File: config.mk
export PLATFORM = sky130hd
export DESIGN_NAME = spi_xfer_ctrl
export DESIGN_NICKNAME = d
export VERILOG_FILES = /design/src/rtl/spi_xfer_ctrl.sv
export SDC_FILE = /design/constraint.sdc
export NUM_CORES = 1
export LEC_CHECK = 0
export CORE_ASPECT_RATIO = 1.1
export CORE_MARGIN = 2
export CORE_UTILIZATION = 52
export DETAILED_ROUTE_END_ITERATION = 10
export PLACE_DENSITY = 0.85
export SYNTH_ARGS = -nofsm -noshare
export SYNTH_HDL_FRONTEND = slang
export SYNTH_SLANG_ARGS = --single-unit
export TNS_END_PERCENT = 100
File: constraint.sdc
create_clock -name clk_i -period 2.1 [get_ports clk_i]
set_input_delay 0.315 -clock clk_i [delete_from_list [all_inputs] [get_ports clk_i]]
set_output_delay 0.315 -clock clk_i [all_outputs]
set_load 0.05 [all_outputs]
File: src/rtl/spi_xfer_ctrl.sv
// SPI transfer sequencer: frames chip select, pops TX FIFO words over a
// req/resp/ack handshake and hands them to the shift engine one at a time.
module spi_xfer_ctrl #(
  parameter int DATA_WIDTH = 16,
  parameter int CNT_WIDTH  = 8,
  parameter int CS_SETUP   = 2,
  parameter int CS_HOLD    = 2
) (
  input  logic                  clk_i,
  input  logic                  soft_rst_i,
  input  logic                  start_i,
  input  logic [CNT_WIDTH-1:0]  burst_len_i,
  input  logic                  abort_i,
  output logic                  busy_o,
  output logic                  done_o,
  output logic [CNT_WIDTH-1:0]  xfer_cnt_o,
  input  logic                  fifo_empty_i,
  output logic                  fifo_req_o,
  input  logic                  fifo_resp_i,
  input  logic [DATA_WIDTH-1:0] fifo_data_i,
  output logic                  fifo_ack_o,
  output logic                  sh_valid_o,
  output logic [DATA_WIDTH-1:0] sh_data_o,
  input  logic                  sh_ready_i,
  input  logic                  sh_idle_i,
  output logic                  cs_n_o
);

  localparam int TMR_MAX = (CS_SETUP > CS_HOLD) ? CS_SETUP : CS_HOLD;
  localparam int TW      = $clog2(TMR_MAX + 1);
  localparam logic [TW-1:0]         SETUP_LOAD = TW'(CS_SETUP - 1);
  localparam logic [TW-1:0]         HOLD_LOAD  = TW'(CS_HOLD - 1);
  localparam logic [TW-1:0]         TMR_ONE    = TW'(1);
  localparam logic [CNT_WIDTH-1:0]  CNT_ZERO   = {CNT_WIDTH{1'b0}};
  localparam logic [CNT_WIDTH-1:0]  CNT_ONE    = CNT_WIDTH'(1);
  localparam logic [DATA_WIDTH-1:0] DATA_ZERO  = {DATA_WIDTH{1'b0}};

  typedef enum logic [3:0] {
    S_IDLE      = 4'd0,
    S_SETUP     = 4'd1,
    S_CHECK     = 4'd2,
    S_WAIT_RESP = 4'd3,
    S_ACK       = 4'd4,
    S_SEND      = 4'd5,
    S_GAP       = 4'd6,
    S_DRAIN     = 4'd7,
    S_HOLD      = 4'd8
  } state_t;

  state_t                r_state, w_state, w_ck_state;
  logic [TW-1:0]         r_tmr, w_tmr;
  logic [CNT_WIDTH-1:0]  r_blen, w_blen;
  logic [CNT_WIDTH-1:0]  r_cnt, w_cnt;
  logic [DATA_WIDTH-1:0] r_data, w_data;
  logic                  r_abort, w_abort;
  logic                  r_busy, w_busy;
  logic                  r_done, w_done;
  logic                  r_req, w_req, w_ck_req;
  logic                  r_ack, w_ack;
  logic                  r_valid, w_valid;
  logic                  r_cs_n, w_cs_n;
  logic                  w_finish;

  // Fetch decision; the GAP cycle evaluates it too so the word period stays at five cycles
  always_comb begin
    w_ck_state = S_CHECK;
    w_ck_req   = 1'b0;
    if (r_abort || ((r_blen != CNT_ZERO) && (r_cnt == r_blen))) begin
      w_ck_state = S_DRAIN;
    end else if (fifo_empty_i) begin
      if (r_blen == CNT_ZERO) begin
        w_ck_state = S_DRAIN;
      end else begin
        w_ck_state = S_CHECK;
      end
    end else begin
      w_ck_state = S_WAIT_RESP;
      w_ck_req   = 1'b1;
    end
  end

  // Next-state and next-output logic
  always_comb begin
    w_state  = r_state;
    w_tmr    = r_tmr;
    w_blen   = r_blen;
    w_cnt    = r_cnt;
    w_data   = r_data;
    w_busy   = r_busy;
    w_done   = 1'b0;
    w_req    = 1'b0;
    w_ack    = 1'b0;
    w_valid  = r_valid;
    w_cs_n   = r_cs_n;
    w_finish = 1'b0;
    case (r_state)
      S_IDLE: begin
        if (start_i && !r_done) begin
          w_blen = burst_len_i;
          w_cnt  = CNT_ZERO;
          w_busy = 1'b1;
          w_cs_n = 1'b0;
          if (CS_SETUP > 1) begin
            w_state = S_SETUP;
            w_tmr   = SETUP_LOAD;
          end else begin
            w_state = S_CHECK;
          end
        end else begin
          w_state = S_IDLE;
        end
      end
      S_SETUP: begin
        if (r_tmr <= TMR_ONE) begin
          w_state = S_CHECK;
        end else begin
          w_tmr = r_tmr - TMR_ONE;
        end
      end
      S_CHECK, S_GAP: begin
        w_state = w_ck_state;
        w_req   = w_ck_req;
      end
      S_WAIT_RESP: begin
        if (fifo_resp_i) begin
          w_data  = fifo_data_i;
          w_ack   = 1'b1;
          w_state = S_ACK;
        end else begin
          w_state = S_WAIT_RESP;
        end
      end
      S_ACK: begin
        w_valid = 1'b1;
        w_state = S_SEND;
      end
      S_SEND: begin
        if (sh_ready_i) begin
          w_valid = 1'b0;
          w_cnt   = r_cnt + CNT_ONE;
          w_state = S_GAP;
        end else begin
          w_state = S_SEND;
        end
      end
      S_DRAIN: begin
        if (sh_idle_i) begin
          if (CS_HOLD > 1) begin
            w_state = S_HOLD;
            w_tmr   = HOLD_LOAD;
          end else begin
            w_finish = 1'b1;
          end
        end else begin
          w_state = S_DRAIN;
        end
      end
      S_HOLD: begin
        if (r_tmr <= TMR_ONE) begin
          w_finish = 1'b1;
        end else begin
          w_tmr = r_tmr - TMR_ONE;
        end
      end
      default: begin
        w_state = S_IDLE;
        w_busy  = 1'b0;
        w_valid = 1'b0;
        w_cs_n  = 1'b1;
      end
    endcase
    if (w_finish) begin
      w_state = S_IDLE;
      w_cs_n  = 1'b1;
      w_done  = 1'b1;
      w_busy  = 1'b0;
    end else begin
      w_done  = 1'b0;
    end
  end

  // Sticky abort: only taken while a burst is running, dropped on return to idle
  always_comb begin
    if (w_state == S_IDLE) begin
      w_abort = 1'b0;
    end else if (r_state != S_IDLE) begin
      w_abort = r_abort | abort_i;
    end else begin
      w_abort = 1'b0;
    end
  end

  // State and registered outputs
  always_ff @(posedge clk_i) begin
    if (soft_rst_i) begin
      r_state <= S_IDLE;
      r_tmr   <= {TW{1'b0}};
      r_blen  <= CNT_ZERO;
      r_cnt   <= CNT_ZERO;
      r_data  <= DATA_ZERO;
      r_abort <= 1'b0;
      r_busy  <= 1'b0;
      r_done  <= 1'b0;
      r_req   <= 1'b0;
      r_ack   <= 1'b0;
      r_valid <= 1'b0;
      r_cs_n  <= 1'b1;
    end else begin
      r_state <= w_state;
      r_tmr   <= w_tmr;
      r_blen  <= w_blen;
      r_cnt   <= w_cnt;
      r_data  <= w_data;
      r_abort <= w_abort;
      r_busy  <= w_busy;
      r_done  <= w_done;
      r_req   <= w_req;
      r_ack   <= w_ack;
      r_valid <= w_valid;
      r_cs_n  <= w_cs_n;
    end
  end

  assign busy_o     = r_busy;
  assign done_o     = r_done;
  assign xfer_cnt_o = r_cnt;
  assign fifo_req_o = r_req;
  assign fifo_ack_o = r_ack;
  assign sh_valid_o = r_valid;
  assign sh_data_o  = r_data;
  assign cs_n_o     = r_cs_n;

endmodule

# == After elaboration in Yosys (flattened, before gate mapping) ==
# Cells that the tools add are included.
# op_classes
bitwise,6
eq_ne,13
order_cmp,1
addsub,2
n_reduce_logical,25
muxes,28
# op_table
operator,n
$pmux 4 s8,1
$mux 4,5
$eq 4x3->1 const B,4
$mux 8,2
$pmux 8 s2,1
$mux 1,9
$add 8x1->8 const B,1
$eq 4x2->1 const B,2
$eq 8x8->1,1
$logic_not 4->1,2
$logic_not 8->1,1
$mux 2,4
$ne 2x2->1 const B,4
$reduce_and 2->1,4
$reduce_bool 8->1,1
$reduce_or 2->1,4
$reduce_or 8->1,1
$reduce_or 7->1,1
$mux 3,2
$pmux 2 s3,1
$reduce_or 3->1,2
$not 1->1,5
$eq 4x1->1 const B,1
$eq 4x4->1 const B,1
13 further kinds,15
# totals
ff_bits,45
output_inout_bits,30
word_cells,87
in_bits,32

# == Logic depth before layout (Yosys ltp) ==
# depth
depth_word,8
ltp_mapped,7
mapped_depth_nobuf,6

# == Least setup slack after synthesis ==
# OpenSTA, ideal clock, no wires.
# synth_timing
path_type,register -> register
start,register r_cnt[0] (netlist: xfer_cnt_o[0])
end,register r_req (netlist: fifo_req_o)
path_buffers,0
slack_ps,574
arrival_time_ps,1403
setup_time_ps,122
synth_period_minus_slack_ps,1526
required_ps,1978
stages_incl_launch_ff,5
path_cell_list,dfxtp_1 > xor2_1 > nor4_1 > nand3b_1 > nor4b_4
# synth_between
elab_chain_cells,4
# synth_lines
element,line_no,text
start: declaration,53,"logic [CNT_WIDTH-1:0] r_cnt, w_cnt;"
start signal: assignment,212,r_cnt <= w_cnt;
$eq 8x8->1,68,if (r_abort || ((r_blen != CNT_ZERO) && (r_cnt == r_blen))) begin
$logic_and 1x1->1,68,
$logic_or 1x1->1,68,
$reduce_or 3->1 (no line),--,
end signal: assignment,217,r_req <= w_req;
end: declaration,58,"logic r_req, w_req, w_ck_req;"
# No other way between the ends.
# A chain may end at the register's enable or synchronous reset.

# == Final worst setup path ==
# layout_timing
start,register r_cnt[0] (netlist: xfer_cnt_o[0])
end,output xfer_cnt_o[0]
# layout_rtl
element,line_no,text
end: declaration,16,"output logic [CNT_WIDTH-1:0] xfer_cnt_o,"
# No word-level cell between the ends.

==> impl_metrics.tcl <==
set metrics [dict create \
    finalPower_mw 2.81 \
    fp.dieH_um 73.3 \
    cts_buffers 5 \
    grt.met3_usage_pct 6.74 \
    root_buffer "clkbuf_8" \
    final_cell_mix "61 x clkdlybuf4s50_1, 52 x nand2_1, 45 x dfxtp_1" \
    setup-tns-final_ns 0 \
    io_pins 62 \
    irDropWorstVdd_mv 0.566 \
    critical_path.slowest_cell "clkdlybuf4s50_1" \
    drtPass1Iterations 4 \
    cts_setup_buffers 0 \
    status "finished, final reports clean" \
    ant_nets 0 \
    ys_ff_latch 45 \
    seq_area_frac_synth_pct 39.6 \
    drc_errors 0 \
    path_cells "clkdlybuf4s50_1" \
    hold_slack_ns 0.458 \
    power_density_nw_per_um2 928 \
    portBuffers 61 \
    period_minus_slack_ns 1.95 \
    dp_hpwl_mm 3.89 \
    worst-path-buf-inv 1 \
    synth.distinct_cells 50 \
    setup_viol 0 \
    clockBufferDepth 2 \
    hold_viol 0 \
    die-area_um2 4910 \
    grt_max_degree 20 \
    crit_type "reg2out" \
    rsz0062_at_grt "false" \
    relSlewSlack_pct 59.9 \
    cts.sinks 45 \
    h-tree-depth 2 \
    drv_cap 0 \
    rows 25 \
    worstPathArrival_ns 1.64 \
    grt_pass1_vias 1847 \
    drt_iter0_drc 161 \
    use_met2_pct 36.9 \
    fin_nets 356 \
    min_period_over_period_pct 93.1 \
    cp_top_family "buffers and inverters" \
    clk_pin_slew_ns 0.09 \
    min_path_type "reg2reg" \
    ys_async_sr_fraction_pct 0 \
    antenna_found_initial 0 \
    cp-end-kind "output pin" \
    synth.cell_area_um2 2270 \
    worstPathMaxFanout 6 \
    nFillCells 359 \
    final-seq-area_um2 901 \
    clk_latency_ns 0.30 \
    cts_resized 0 \
    synth_fp_nets 294 \
    drive_above_1_share_pct 16.7 \
    place.gp.congestion 0.929 \
    grt_pass1_wl_mm 8.62 \
    wl_per_cell_um 13.7 \
    cts_tree "built" \
    viasPerCell 5.32 \
    gr-total-overflow 0 \
    start_kind "flip-flop" \
    avgSynthCellArea_um2 8.74 \
    vias 2005 \
    wl_mm 5.15 \
    ctsHoldBuffers 0 \
    synthFlopType "dfxtp_1" \
    grt_usage_pct 22.9 \
    syn_inst 260 \
    ys_warn_count 0 \
    start_util_pct 53.4 \
    worst_pin_slew_ns 0.601 \
    multi_input_area_um2 1240 \
    core_um2 4250 \
    slowest_delay_ns 0.86 \
    syn_to_final_growth_pct 33.5 \
    mostFrequentLayoutCell "clkdlybuf4s50_1" \
    die_w_um 67.0 \
    final_util_pct 71.3 \
    gr-usage-met1_pct 29.5 \
    maxSlewViolCount 0 \
    n_antenna_cell 0 \
    cp.required_ns 1.78 \
    top_usage_layer "met2" \
    fmax_ghz 0.512 \
    leakagePower_nw 1.08 \
    synth_edf_count 0 \
    fin_skew_ns 0.00493 \
]
tightest hold or removal path, stage by stage (launching register included):
cell,delay (ns)
dfxtp_1,0.32
nand2_1,0.05
a21oi_1,0.05
final cells by class:
type,count,share of cell area [%]
Timing Repair Buffer,72,22.9
Inverter,3,0.371
Sequential cell,45,29.7
Clock buffer,5,2.27
Tap cell,54,2.23
Multi-Input combinational cell,195,41.0
Clock inverter,3,1.53
cell usage after synthesis, drive strengths merged (5+ instances only):
master	count	area share (%)
a21oi	32	8.5
buf	14	4.6
dfxtp	45	40
mux2i	5	2.2
nand2	63	12
nand2b	13	3.9
nor2	10	1.9
nor3	7	2.8
xor2	10	3.9
state kept, by name, summed over array words and instances, names as in the netlist, 2 cells and up:
signal,count
xfer_cnt_o,8
r_state,4
r_blen,8
sh_data_o,16
r_tmr,2
final timing paths:
check	endpoint	from	slack, ns	cells past startpoint
setup / recovery	xfer_cnt_o[0]	xfer_cnt_o[0]	0.15	1
hold / removal	sh_data_o[7]	sh_data_o[7]	0.46	2
setup reg to reg	xfer_cnt_o[7]	r_state[2]	0.37	4
hold reg to reg	sh_data_o[7]	sh_data_o[7]	0.46	2
cells by family after synthesis:
family	share of synthesized area, %
AOI/OAI and AO/OA	16.1
xor gates and xnor gates	4.63
adders and majority gates	1.10
buffers and inverters	5.56
DFF	39.6
muxes	2.20
and+or+nand+nor	30.8
layer usage:
layer / wire [um] / up-vias
met5: 0 / -
met4: 48 / 0
met3: 289 / 5
met2: 2570 / 50
met1: 2240 / 934
li1: - / 1016
through the flow:
step           instances  instance area [um^2]  setup WS, ns
2_1_floorplan        260                  2270         0.574
3_3_place_gp         369                  2920         0.334
3_5_place_dp         369                  2920         0.260
4_1_cts              377                  3030         0.132
5_1_grt              377                  3030        0.0806
6_report             377                  3030         0.145
power breakdown:
| group | internal [mW] | switching, mW |
|---|---|---|
| logic | 0.470 | 0.606 |
| clock network | 0.356 | 0.306 |
| registers | 0.962 | 0.115 |
| total | 1.79 | 1.03 |
(Power assumes the default switching activity.)
